===== config.mk =====
export PLATFORM = sky130hd
export DESIGN_NAME = mem_stage
export DESIGN_NICKNAME = d
export VERILOG_FILES = /design/src/rtl/mem_stage.sv
export SDC_FILE = /design/constraint.sdc
export NUM_CORES = 1
export LEC_CHECK = 0
export CORE_ASPECT_RATIO = 1.1
export CORE_MARGIN = 5
export CORE_UTILIZATION = 30
export DETAILED_ROUTE_END_ITERATION = 10
export HOLD_SLACK_MARGIN = 0.05
export SLEW_MARGIN = 0
export SYNTH_ARGS = -nofsm -noshare
export SYNTH_HDL_FRONTEND = slang
export SYNTH_SLANG_ARGS = --single-unit

===== constraint.sdc =====
create_clock -name clk -period 2.7 [get_ports clk]
set_clock_uncertainty 0.15 [all_clocks]
set_input_delay 0.675 -clock clk [delete_from_list [all_inputs] [get_ports clk]]
set_output_delay 0.675 -clock clk [all_outputs]
set_load 0.02 [all_outputs]

===== src/rtl/mem_stage.sv =====
// mem_stage: LA32R memory stage with split address/data handshake, load alignment,
// result hold for WB and forwarding / load-use stall info for EXE.
module mem_stage #(
  parameter logic [31:0] RESET_PC = 32'h1c000000
) (
  input  logic        clk,
  input  logic        reset,
  input  logic        es_to_ms_valid,
  output logic        ms_allow_in,
  input  logic [31:0] es_pc,
  input  logic        es_mem_req,
  input  logic        es_mem_wr,
  input  logic [1:0]  es_mem_size,
  input  logic        es_mem_unsigned,
  input  logic [31:0] es_addr,
  input  logic [31:0] es_wdata,
  input  logic        es_rf_we,
  input  logic [4:0]  es_rf_waddr,
  input  logic [31:0] es_alu_result,
  output logic        data_req,
  output logic        data_wr,
  output logic [3:0]  data_wstrb,
  output logic [31:0] data_addr,
  output logic [31:0] data_wdata,
  input  logic        data_addr_ok,
  input  logic [31:0] data_rdata,
  input  logic        data_data_ok,
  output logic        ms_to_ws_valid,
  input  logic        ws_allow_in,
  output logic [31:0] ms_pc,
  output logic        ms_rf_we,
  output logic [4:0]  ms_rf_waddr,
  output logic [31:0] ms_rf_wdata,
  output logic        ms_ale,
  output logic        ms_fwd_valid,
  output logic        ms_fwd_busy
);
  typedef enum logic [1:0] {IDLE, REQ, WAIT, DONE} state_t;
  state_t state;
  logic        mem_req, wr, uns, accept, e_ale;
  logic [1:0]  size;
  logic [31:0] addr, result, shifted, ld_data, e_wdata;
  logic [3:0]  e_strb;
  assign ms_allow_in    = state == IDLE || (state == DONE && ws_allow_in);
  assign accept         = es_to_ms_valid && ms_allow_in;
  assign data_req       = state == REQ;
  assign data_wr        = wr;
  assign data_addr      = {addr[31:2], 2'b00};
  assign ms_to_ws_valid = state == DONE;
  assign ms_rf_wdata    = result;
  assign ms_fwd_busy    = (state == REQ || state == WAIT) && mem_req && !wr;
  assign ms_fwd_valid   = state != IDLE && ms_rf_we && |ms_rf_waddr && !ms_fwd_busy;
  always_comb begin
    e_ale   = es_mem_req && ((es_mem_size == 2'd1 && es_addr[0]) || (es_mem_size[1] && |es_addr[1:0]));
    e_strb  = !es_mem_wr ? 4'b0000 :
              es_mem_size == 2'd0 ? 4'b0001 << es_addr[1:0] :
              es_mem_size == 2'd1 ? (es_addr[1] ? 4'b1100 : 4'b0011) : 4'b1111;
    e_wdata = es_mem_size == 2'd0 ? {4{es_wdata[7:0]}} :
              es_mem_size == 2'd1 ? {2{es_wdata[15:0]}} : es_wdata;
    shifted = data_rdata >> {addr[1:0], 3'b000};
    ld_data = size == 2'd0 ? {{24{!uns && shifted[7]}}, shifted[7:0]} :
              size == 2'd1 ? {{16{!uns && shifted[15]}}, shifted[15:0]} : data_rdata;
  end
  // Store strobe/lanes are formed at accept so they stay constant through REQ.
  always_ff @(posedge clk or negedge reset) begin
    if (!reset) begin
      state       <= IDLE;
      ms_pc       <= RESET_PC;
      mem_req     <= 1'b0;
      wr          <= 1'b0;
      uns         <= 1'b0;
      size        <= 2'd0;
      addr        <= 32'd0;
      result      <= 32'd0;
      data_wstrb  <= 4'd0;
      data_wdata  <= 32'd0;
      ms_rf_we    <= 1'b0;
      ms_rf_waddr <= 5'd0;
      ms_ale      <= 1'b0;
    end else if (accept) begin
      state       <= (es_mem_req && !e_ale) ? REQ : DONE;
      ms_pc       <= es_pc;
      mem_req     <= es_mem_req;
      wr          <= es_mem_wr;
      uns         <= es_mem_unsigned;
      size        <= es_mem_size;
      addr        <= es_addr;
      result      <= es_alu_result;
      data_wstrb  <= e_strb;
      data_wdata  <= e_wdata;
      ms_rf_we    <= es_rf_we && !e_ale;
      ms_rf_waddr <= es_rf_waddr;
      ms_ale      <= e_ale;
    end else if (state == DONE && ws_allow_in) begin
      state <= IDLE;
    end else if (state == REQ && data_addr_ok) begin
      state <= WAIT;
    end else if (state == WAIT && data_data_ok) begin
      state  <= DONE;
      result <= wr ? result : ld_data;
    end
  end
endmodule


==> results of run 1 <==
## cell families after synthesis
logic type	Yosys count	synth area share
other	1	0.000512
XOR/XNOR	1	0.00120
adder cells (fa/ha/maj)	4	0.00683
flip-flops	146	0.499
multiplexers	34	0.0497
AND/OR/NAND/NOR	387	0.222
buffers and inverters	95	0.0695
AO/OA/AOI/OAI	137	0.151
## Yosys cell counts, types with 5 or more instances
master                        n
sky130_fd_sc_hd__clkbuf_1    41
sky130_fd_sc_hd__o2bb2ai_1    5
sky130_fd_sc_hd__nor2b_1      7
sky130_fd_sc_hd__a21oi_1     16
sky130_fd_sc_hd__a22oi_1     10
sky130_fd_sc_hd__nor2_1      22
sky130_fd_sc_hd__or3_1       16
sky130_fd_sc_hd__nand2_1    294
sky130_fd_sc_hd__buf_4       32
sky130_fd_sc_hd__inv_1        7
sky130_fd_sc_hd__o221a_1      6
sky130_fd_sc_hd__o21ai_0     34
sky130_fd_sc_hd__a32o_1       8
sky130_fd_sc_hd__o221a_4     10
sky130_fd_sc_hd__o211ai_1    13
sky130_fd_sc_hd__mux2i_1     27
sky130_fd_sc_hd__mux2_2       5
sky130_fd_sc_hd__buf_1       10
sky130_fd_sc_hd__a22o_1       7
sky130_fd_sc_hd__nor3_1      12
sky130_fd_sc_hd__dfrtp_1    143
sky130_fd_sc_hd__nand3_1     17
sky130_fd_sc_hd__a21o_1       8
## power groups by stage
stage | Sequential [mW] | Combinational (mW) | Clock (mW)
3_3_place_gp | 3.89 | 7.21 | 0
3_5_place_dp | 3.91 | 7.25 | 0
2_1_floorplan | 4.69 | 3.26 | 0
6_report | 3.87 | 7.18 | 2.50
4_1_cts | 3.88 | 7.27 | 2.58
5_1_grt | 4.02 | 7.72 | 2.68
## area by class of cell
class,instances,area share
Timing Repair Buffer,368,0.319
Sequential cell,146,0.317
Multi-Input combinational cell,565,0.275
Clock buffer,17,0.0368
Tap cell,310,0.0336
Clock inverter,15,0.0163
Inverter,8,0.00260
## metrics by stage
step	setup WS, ns	hold WS [ns]
finish	0.107	0.309
global route	0.00678	0.337
CTS	-0.0179	0.310
detailed placement	-0.177	0.299
global placement	-0.166	0.295
floorplan	0.215	0.229
## worst paths after layout
kind | from | endpoint | slack, ns | depth (start not counted)
worst min register to register | ms_pc[28]$_DFFE_PN1P_ | ms_pc[28]$_DFFE_PN1P_ | 0.31 | 2
worst min-delay path | ms_pc[28]$_DFFE_PN1P_ | ms_pc[28]$_DFFE_PN1P_ | 0.31 | 2
max in group asynchronous | reset | ms_pc[28]$_DFFE_PN1P_ | 1.13 | 3
min in group asynchronous | reset | addr[11]$_DFFE_PN0P_ | 0.61 | 2
worst max-delay path | state[0]$_DFFE_PN0P_ | ms_fwd_valid | 0.11 | 6
worst max register to register | state[0]$_DFFE_PN0P_ | ms_rf_wdata[27]$_DFFE_PN0P_ | 0.11 | 9
## worst max-delay path, delay by kind of cell, from the launching register on
family	cells	cell delay, ns
adders and majority gates	1	0.30
DFF	1	0.36
buffers and inverters	2	0.30
and+or+nand+nor	3	0.38
## registers in the layout, summed over array words and instances (netlist names)
register	flops
addr	32
data_wdata	32
ms_pc	32
ms_rf_wdata	32
ms_rf_waddr	5
data_wstrb	4
size	2
state	2
data_wr	1
mem_req	1
ms_ale	1
ms_rf_we	1
uns	1
## timing repair
item	CTS	global route
gates resized for setup	6	4
hold buffers	1	0
setup buffers	1	1
hold endpoints to repair	2	0
setup endpoints to repair	3	3
pin swaps	1	1
## per-layer routing
metal / up-vias / GRT usage / share of wire
met3: 26 / 0.0733 / 0.091
met2: 275 / 0.309 / 0.48
met4: 0 / 0.0572 / 0.019
met1: 3249 / 0.233 / 0.42
li1: 3303 / - / -
met5: - / 0 / 0
==> summary by stage, run 1 <==
Timing
Setup repair after global routing left no endpoint under its margin. Setup violations remaining at the end of the flow were counted as 0. Static timing analysis puts the maximum clock frequency at approximately 390 MHz. The number of endpoints with negative hold slack in the final report is 0. The max-slew violation count is 0. The post-route minimum period is ~2.6 ns.

After routing, the total negative slack on setup checks comes to 0 ns. The actual transition at the worst max-transition pin is approximately 0.8 ns. Headroom to the max-slew limit came out at 0.464.

The final worst-path cycle share is 0.960.

Finish
The sequential cells in the finished layout cover a total of roughly 3700 µm². The fraction of layout instances using a drive strength above 1 is 0.101. Counting the fill cells in the layout gives 2378. In the final design database the tool counted approximately 1.3k nets. The area of combinational cells with multiple inputs is between 3000 and 4000 µm². The commonest non-fill, non-tap cell in the layout is sky130_fd_sc_hd__clkdlybuf4s50_1.

Leaving out fill and tap cells, the most frequent cells in the layout are sky130_fd_sc_hd__clkdlybuf4s50_1 (314), sky130_fd_sc_hd__nand2_1 (293), sky130_fd_sc_hd__dfrtp_1 (143), sky130_fd_sc_hd__buf_4 (38), sky130_fd_sc_hd__o21ai_0 (34). The layout overhead on the synthesized area is 57.6%. The final core utilization is 0.476. The repair_antennas step left the layout with diodes totalling 0. The post-route cell area is between 10000 and 15000 µm². The number of cells in the finished layout apart from fillers is between 1k and 1.5k.

Global route
The initial antenna violation count is 0. The global-route total usage across every layer is 0.189. The first global-routing pass estimated 41800 µm of wire.

The maximum number of pins on one net before global-route repair is 80. The via count of the first global-routing pass is about 7.1k. The sum of overflow across all layers after global routing is 0.

Synth
In this run, distinct cell masters in the synthesized netlist total between 50 and 60. The sequential share of the synthesized area is 0.499. The number of enable flip-flop cells after synthesis is 0. The number of register bits inferred by synthesis is 146.

The most frequently used flop master after synthesis is sky130_fd_sc_hd__dfrtp_1. The post-synthesis area per instance is 9.10 µm². The mapped netlist covers 7330 µm². The gate count of the mapped netlist is 805. Of all flip-flops after synthesis, the portion carrying an async set or reset was 1.00.

Of the post-synthesis cell area, the dominant cell type holds 0.488. The count of yosys warnings during synthesis is 0. sky130_fd_sc_hd__dfrtp_1 takes more of the synthesized area than any other cell. Ranked by total cell area, the synthesized netlist is headed by sky130_fd_sc_hd__dfrtp_1 (49%), sky130_fd_sc_hd__nand2_1 (15%), sky130_fd_sc_hd__mux2i_1 (3.7%).

Die
For this design the top-level I/O count stands at 322. The y dimension of the die is between 150 and 200 µm. The starting utilization of the core area is 0.302. The floorplan die area is approximately 28000 µm². The number of cell rows is 60. The total area inside the core boundary comes to about 24000 µm².

In this run the horizontal extent of the chip is approximately 160 µm.

Routing
In this run the remaining antenna-violating nets after routing total 0. The vias after detailed routing is 6853. After detailed routing, the average wire length per cell comes to 18.6 µm. The total wire length after detailed routing is around 27000 µm. In this run, the number of DRC markers left after iteration 0 of detailed routing was between 300 and 400.

The first TritonRoute pass finished after 5 iterations. In the routed layout, each cell is associated on average with a via count of around 4.8. The number of DRC violations after detailed routing is 0.

Worst setup path
Data on the critical path arrives at its endpoint at about 1.8 ns. Of all nets on the critical path, the largest fanout is 2. The worst setup path is captured at a primary output.

The slowest library cell on the worst path is sky130_fd_sc_hd__dfrtp_1. The critical path goes through inv_1 -> ha_1 -> nand2_1 -> nor2_1 -> nor4b_1 -> buf_2. The delay of the slowest critical-path stage is approximately 0.36 ns. The critical path startpoint category is a flip-flop. For the worst setup path, the data required time is ~1.9 ns. The critical path in this run is classified as reg2out.

Power and ir drop
Across the VDD grid, the largest voltage drop is around 0.5 mV. Of the total power, the share spent switching nets is 0.405. The total chip power is about 14 mW.

The share of total power dissipated in sequential elements is 0.286. The internal power summed over all cells is 8.06 mW. The share of total power dissipated in combinational logic is 0.530. For this design the total switching power over the nets is roughly 5.5 mW. Of the total power, the clock network draws 0.185. The analysis attributes to cell leakage a power of around 5.2 nW. The power density normalized to cell area is 1170 nW/µm².

CTS
The maximum level of the CTS H-tree is 4. After clock tree synthesis, the clock-pin slew on the worst setup and hold paths is around 0.070 ns. The later-pin clock latency in the skew report is 0.42 ns. The root buffer cell chosen for the clock tree is sky130_fd_sc_hd__clkbuf_16. The CTS tree is built. The total number of clock tree sinks is approximately 150. The clock passes through at most 2 buffers.

Counting the buffers created by CTS gives 17.

Run
Across the run, the number of max-cap violations was 0.

Worst hold path
The type of the worst min-delay path is reg2reg.

Placed design
Port buffering added 319 buffers. Once placement completed, the tool counted placed cells totaling 1394. The area of placed instances is about 11000 µm².

The total half-perimeter wirelength after legalization and detailed placement is between 15000 and 20000 µm. At the end of routability-driven placement, the weighted congestion stood at 0.873.

Status
The flow ran to the end, and the final reports show no timing, DRC or antenna violations.
Power figures use the tool's default switching activity.
==> run 2: changes to the inputs <==
- CORE_UTILIZATION: 30 -> 43
- PLACE_DENSITY: unset -> 0.82
==> run 2 against run 1 <==
Cell count down 7.4%. Power is 0.94% lower. Sequential share of layout area increased by 0.47 points. Sequential cell count unchanged. Combinational power hardly changed. Count of clock-buffer cells in the layout rose by 4. Global-route usage rose by 6.7 points. Hold slack better by 0.0066 ns. Clock power is 5% lower. Sequential power about the same. Critical path depth shrank 1. Via count is 1.4% higher. Highest routed layer unchanged.
==> summary by stage, run 2 (same netlist as run 1, synthesis figures left out) <==
Finish
The layout overhead on the synthesized area is 55.3%. The number of cells in the finished layout apart from fillers came to 1323 (-7.4%). The final core utilization is 0.674 (+0.198). The net total in the final layout was 1283 (-0.31%).

The number of diodes is 0 (unchanged). Leaving out fill and tap cells, the most frequent cell in the layout is sky130_fd_sc_hd__clkdlybuf4s50_1. The fraction of layout instances using a drive strength above 1 is 0.0960 (-0.00502). The total of fill cells in the finished design is 1322 (-44%). Leaving out fill and tap cells, the most frequent cells in the layout are sky130_fd_sc_hd__clkdlybuf4s50_1 (315), sky130_fd_sc_hd__nand2_1 (293), sky130_fd_sc_hd__dfrtp_1 (143), sky130_fd_sc_hd__o21ai_0 (34), sky130_fd_sc_hd__buf_4 (33).

Die
The number of cell rows came to 50 (-17%). The total core area is 16900 µm² (-30%). The y dimension of the die is 147 µm (-16%).

The floorplan die width came to 134 µm (-15%). The count of pins on the block boundary is 322 (unchanged). The floorplan die area is 19800 µm² (-29%). The starting utilization of the core area is 0.434 (+0.132).

Worst setup path
The arrival time reported for the critical path endpoint is 1.77 ns (about the same). The critical path startpoint category is a flip-flop. The peak fanout along the critical path is 5 (+3). The endpoint required time on the critical path is 1.88 ns (about the same).

The startpoint-to-endpoint class of the critical path is reg2out. STA classifies the critical path endpoint as a primary output.

Timing
The post-route minimum period is 2.60 ns (+0.00362 ns). Setup repair after global routing left no endpoint under its margin. The max-slew violation count is 0 (unchanged). The maximum clock frequency is 385 MHz (-0.14%).

The worst slew margin relative to its limit was 0.549 (+0.0855). The final worst-path cycle share is 0.962 (+0.00134). The number of endpoints failing setup at the final stage came to 0 (unchanged). The number of endpoints with negative hold slack in the final report is 0 (unchanged). The actual transition at the worst max-transition pin is 0.674 ns (-0.119 ns). The worst setup slack after layout is 0.103 ns (-0.00362 ns).

Routing
The vias per cell is 5.25 (+9.5%). The total wire length after detailed routing is 25600 µm (-3.8%). The vias after detailed routing came to 6948 (+1.4%). The post-route antenna net violation count is 0 (unchanged).

The number of DRC violations after detailed routing was 0 (unchanged). The DRC violation total after the first TritonRoute iteration is 578 (+64%). The length of the first detailed-routing pass in iterations is 5 (unchanged). The average routed wire per standard cell is 19.3 µm (+3.9%).

Placed design
The worst setup slack before clock tree synthesis is -0.154 ns (+0.0227 ns). The cell total after placement is 1289 (-7.5%). The routability congestion estimate is 0.945 (+8.3%). The total half-perimeter wirelength after legalization and detailed placement is 19300 µm (-2.9%). The number of buffer cells added on primary ports is 319 (unchanged).

CTS
The later-pin clock latency in the skew report is 0.42 ns (about the same). The number of buffers on the longest clock path was 2 (unchanged). The number of buffers created by CTS was 17 (unchanged). The maximum level of the CTS H-tree was 4 (unchanged). The CTS tree is built.

The clock tree root driver cell is sky130_fd_sc_hd__clkbuf_16. The total number of clock tree sinks came to 146 (unchanged). The clock edge transition at the registers on the reported setup and hold paths is 0.06 ns (about the same).

Global route
The initial antenna violation count came to 0 (unchanged). The sum of overflow across all layers after global routing is 0 (unchanged). The maximum number of pins on one net before global-route repair came to 66 (-18%). The via count of the first global-routing pass is 7101 (-0.098%). The global-route total usage across every layer is 0.257 (+0.0675). The first-pass GRT wire length is 39500 µm (-5.6%).

Power and ir drop
The share of total power in sequential cells is 0.289 (+0.003). The worst ir drop on vdd is 0.611 mV (+19%). The power density normalized to cell area was 1180 nW/µm² (+0.52%). The switching fraction of total power is 0.401 (-0.00378). The reported net switching power is 5.39 mW (-1.9%). The fraction of power consumed by combinational cells was 0.534 (+0.004). The internal power summed over all cells was 8.04 mW (-0.31%). The total chip power is 13.4 mW (-0.94%). The cell leakage power is 5.18 nW (-0.53%). The part of the power in the clock network is 0.177 (-0.008).

Worst hold path
The path class of the tightest hold or removal check is reg2reg.

Run
The number of max-cap violations is 0 (unchanged).

Status
The flow ran to the end, and the final reports show no timing, DRC or antenna violations.
[run 2: cell count changes in the layout (fill, tap and decap cells not counted), sizes merged]
cell	previous run	this run
clkbuf	18	21
buf	50	46
dlygate4sd2	1	2
clkdlybuf4s50	314	315
dlymetal6s2s	1	0
inv	18	11
clkinv	2	5
[run 2: what timing repair did]
action                     in CTS  in global routing
pin swaps                       1                  0
setup endpoints to repair       4                  1
hold endpoints to repair       23                  0
hold buffers                    1                  0
setup buffers                   1                  0
resized for setup               7                  1
[run 2: layer usage]
layer  part of all wire  vias to the layer above  track usage  wire length, µm
met5                  0                        -            0                0
met4              0.032                        0        0.103              828
met3              0.096                       50       0.0822             2460
met2               0.50                      329        0.445            12800
met1               0.37                     3275        0.294             9470
li1                   -                     3294            -                -
[run 2: power groups by stage]
| stage | sequential, mW | combinational (mW) | clock, mW |
|---|---|---|---|
| 3_5_place_dp | 3.90 | 7.20 | 0 |
| 5_1_grt | 4.03 | 7.66 | 2.52 |
| 3_3_place_gp | 3.86 | 7.06 | 0 |
| 4_1_cts | 3.88 | 7.22 | 2.42 |
| 6_report | 3.88 | 7.17 | 2.38 |
| 2_1_floorplan | 4.69 | 3.26 | 0 |
[run 2: layout make-up]
type / count / area [µm²] / share of cell area
timing repair buffer: 364 / 3660 / 0.322
sequential: 146 / 3660 / 0.321
multi-input combinational: 565 / 3180 / 0.280
clock buffer: 21 / 460 / 0.0405
tap: 208 / 260 / 0.0229
clock inverter: 11 / 126 / 0.0111
inverter: 8 / 30.0 / 0.00264
[run 2: worst max-delay path: stages (launching register included)]
cell,delay [ns]
sky130_fd_sc_hd__dfrtp_1,0.37
sky130_fd_sc_hd__buf_4,0.14
sky130_fd_sc_hd__ha_2,0.23
sky130_fd_sc_hd__a21oi_2,0.21
sky130_fd_sc_hd__inv_1,0.08
sky130_fd_sc_hd__dlygate4sd2_1,0.32
[run 2: stage by stage]
stage	hold WS, ns	area, µm²	setup TNS, ns
after global placement	0.295	10800	-1.41
after detailed placement	0.306	10800	-2.05
final	0.315	11400	0
after floorplan	0.229	7330	0
after global routing	0.325	11400	0
after CTS	0.318	11400	0
[run 2: path summary, 6_finish.rpt]
path | startpoint | to | slack [ns] | cells after the start
worst max-delay path | state[0]$_DFFE_PN0P_ | ms_allow_in | 0.10 | 5
worst min-delay path | ms_pc[26]$_DFFE_PN1P_ | ms_pc[26]$_DFFE_PN1P_ | 0.32 | 2
worst max register to register | state[0]$_DFFE_PN0P_ | ms_rf_wdata[18]$_DFFE_PN0P_ | 0.18 | 8
worst min register to register | ms_pc[26]$_DFFE_PN1P_ | ms_pc[26]$_DFFE_PN1P_ | 0.32 | 2
max in group asynchronous | reset | data_wdata[11]$_DFFE_PN0P_ | 1.06 | 3
min in group asynchronous | reset | addr[13]$_DFFE_PN0P_ | 0.62 | 2
==> run 3: changes to the inputs <==
- CORE_UTILIZATION: 43 -> 45
- PLACE_DENSITY: 0.82 -> 0.85
- RECOVER_POWER: unset -> 100
- clock period: 2.7 -> 3.37 ns (I/O delays scaled with it)
==> run 3 against run 2 <==
The flow now finishes with violations (max-capacitance violations, max-slew violations). Non-clock buffer count down 23. Final area decreased by 2.9%. First-iteration DRC count decreased by 13%. Worst setup slack worse by 0.0038 ns. Cell count is 2.0% lower. Critical path type is now in2out.
==> summary by stage, run 3 (same netlist as run 1, synthesis figures left out) <==
Status
The flow ran to the end, but the final reports show violations. The checks that failed: max-capacitance violations, max-slew violations.

Die
The y dimension of the die is 144 µm (-2.1%). The floorplan die width is 132 µm (-2.1%). The count of pins on the block boundary is 322 (unchanged). The starting utilization of the core area was 0.453 (+0.0189). The total core area came to 16200 µm² (-4.2%). The floorplan die area is 18900 µm² (-4.1%). The number of cell rows was 49 (-2.0%).

Finish
The number of diodes is 0 (unchanged). From synthesis to final layout, the design area changed by 50.8%. Leaving out fill and tap cells, the most frequent cell in the layout is sky130_fd_sc_hd__nand2_1. The total of fill cells in the finished design was 1255 (-5.1%). The top cell types in the final layout, fill and taps aside, are sky130_fd_sc_hd__nand2_1 (293), sky130_fd_sc_hd__clkdlybuf4s50_1 (176), sky130_fd_sc_hd__dfrtp_1 (143), sky130_fd_sc_hd__dlygate4sd3_1 (141), sky130_fd_sc_hd__o21ai_0 (34). The post-route cell area is 11000 µm² (-2.9%). The final core utilization is 0.682 (+0.00866). The number of cells in the finished layout apart from fillers is 1296 (-2.0%).

The net total in the final layout came to 1260 (-1.8%). The fraction of layout instances using a drive strength above 1 was 0.0714 (-0.0245).

Worst hold path
The startpoint of the most critical hold path is ms_pc[26]$_DFFE_PN1P_. The worst hold path terminates at ms_pc[26]$_DFFE_PN1P_. The number of cells on the worst hold path is 2 (unchanged).

The type of the worst min-delay path is reg2reg.

Worst setup path
The endpoint of the worst register-to-register path is data_wdata[25]$_DFFE_PN0P_. The arrival time reported for the critical path endpoint is 2.28 ns (+0.51 ns). The critical path buffer and inverter count is 3 (unchanged). The startpoint-to-endpoint class of the critical path is in2out. The worst setup path is captured at a primary output. The delay of the slowest critical-path stage came to 0.63 ns (+0.26 ns). The number of cells on the worst reg-to-reg path is 8 (unchanged). The endpoint required time on the critical path is 2.38 ns (+0.50 ns).

Grouping stages by cell kind, the critical path spends the most delay in buffers and inverters. The cell that appears most often on the critical path is sky130_fd_sc_hd__clkdlybuf4s50_1. The startpoint of the worst-slack reg-to-reg timing path is state[0]$_DFFE_PN0P_.

The reg2reg setup slack came to 0.48 ns (+0.30 ns). Traced cell by cell, the critical path runs through clkdlybuf4s50_1 -> a21oi_2 -> inv_1 -> clkdlybuf4s50_1. The peak fanout along the critical path is 4 (-1). The worst setup path is launched from an input port. The largest individual stage delay along the critical path comes from the cell sky130_fd_sc_hd__clkdlybuf4s50_1.

Power and ir drop
The fraction of power consumed by combinational cells is 0.500 (-0.034). The part of the power in the clock network is 0.194 (+0.017). The cell leakage power is 5.18 nW (-0.17%).

The switching fraction of total power came to 0.412 (+0.0109). The power density normalized to cell area is 927 nW/µm² (-21%). The total chip power is 10.2 mW (-24%).

The internal power summed over all cells is 6.02 mW (-25%). The reported net switching power came to 4.22 mW (-22%). The worst ir drop on vdd is 0.670 mV (+9.7%). The share of total power in sequential cells is 0.306 (+0.017).

Routing
The length of the first detailed-routing pass in iterations is 5 (unchanged). The post-route antenna net violation count was 0 (unchanged). The number of DRC violations after detailed routing is 0 (unchanged). The average routed wire per standard cell is 19.3 µm (-0.14%). The vias after detailed routing is 6982 (+0.49%). The DRC violation total after the first TritonRoute iteration is 503 (-13%). The total wire length after detailed routing is 25000 µm (-2.2%). The vias per cell is 5.39 (+2.6%).

CTS
The clock edge transition at the registers on the reported setup and hold paths is 0.06 ns (about the same). The cell sitting at the root of the clock tree is a sky130_fd_sc_hd__clkbuf_16. The number of buffers on the longest clock path is 2 (unchanged). TritonCTS built the clock tree.

The post-CTS repair timing setup buffer count is 0 (-1). The number of buffers created by CTS is 17 (unchanged). The maximum level of the CTS H-tree is 4 (unchanged). The total number of clock tree sinks is 146 (unchanged). The later-pin clock latency in the skew report came to 0.42 ns (about the same).

Timing
The number of endpoints with negative hold slack in the final report is 0 (unchanged). The final worst-path cycle share is 0.970. Setup repair after global routing left no endpoint under its margin. The post-route minimum period is between 3 and 4 ns. The setup total negative slack was 0 ns (unchanged). The actual transition at the worst max-transition pin was 1.73 ns (+1.06 ns). The number of endpoints failing setup at the final stage came to 0 (unchanged). The worst setup slack after layout was 0.0994 ns (-0.00384 ns). The worst hold slack is 0.306 ns (-0.00949 ns). The maximum clock frequency is 306 MHz. The worst slew margin relative to its limit is -0.155 (-0.705).

The max-slew violation count is 67 (+67).

Global route
The global-route total usage across every layer is 0.260 (+0.00284). The sum of overflow across all layers after global routing is 0 (unchanged). The via count of the first global-routing pass is 7065 (-0.51%). The initial antenna violation count is 0 (unchanged). The maximum number of pins on one net before global-route repair is 98 (+48%). The first-pass GRT wire length is 38700 µm (-1.9%).

Placed design
The worst setup slack before clock tree synthesis is 0.110 ns (+0.264 ns). The total half-perimeter wirelength after legalization and detailed placement is 18500 µm (-4.6%). The cell total after placement was 1264 (-1.9%). The area of placed instances is 10500 µm² (-2.2%).

The routability congestion estimate is 0.931 (-1.5%). The number of buffer cells added on primary ports was 319 (unchanged).

Run
The number of max-cap violations is 1 (+1).
run 3: cell count changes in the layout (fill, tap and decap cells not counted), sizes merged, moves of 2 or more:
cell / delta
buf: -33
inv: +2
clkbuf: +9
clkdlybuf4s50: -139
dlygate4sd2: -2
dlygate4sd3: +140
clkinvlp: +2
clkinv: -3
run 3: layer usage:
| layer | up-vias | track usage | wire length [µm] |
|---|---|---|---|
| met3 | 52 | 0.0987 | 2610 |
| met4 | 0 | 0.107 | 749 |
| met5 | - | 0 | 0 |
| met2 | 366 | 0.439 | 12300 |
| li1 | 3254 | - | - |
| met1 | 3310 | 0.299 | 9320 |
run 3: how the worst max path moves through the flow:
stage,startpoint,to,cells past startpoint
after floorplan,state[0]$_DFFE_PN0P_,ms_fwd_valid,5
after global placement,ws_allow_in,ms_allow_in,4
after detailed placement,ws_allow_in,ms_allow_in,4
after CTS,state[0]$_DFFE_PN0P_,ms_fwd_valid,6
after global routing,ws_allow_in,ms_allow_in,4
final,ws_allow_in,ms_allow_in,4
run 3: power groups by stage:
stage / clock (mW) / combinational [mW] / sequential, mW
floorplan: 0 / 2.61 / 3.76
global placement: 0 / 5.42 / 3.15
detailed placement: 0 / 5.51 / 3.19
CTS: 2.02 / 5.52 / 3.18
global route: 2.11 / 5.50 / 3.25
finish: 1.98 / 5.12 / 3.14
run 3: area by class of cell:
cell class | instances | area (µm²) | area share
clock inverters | 13 | 173 | 0.0156
flip-flops and latches | 146 | 3660 | 0.331
clock buffers | 19 | 443 | 0.0401
multi-input cells | 565 | 3160 | 0.286
inverters | 8 | 30.0 | 0.00272
repair buffers | 341 | 3320 | 0.301
well taps | 204 | 255 | 0.0231
run 3: repair_timing:
action,CTS,global route
hold buffers,0,0
resized for setup,0,1
setup endpoints to repair,0,1
run 3: worst min-delay path, delay by kind of cell (launching register included):
kind | cells | cell delay [ns]
flip-flops | 1 | 0.36
AND/OR/NAND/NOR | 2 | 0.09
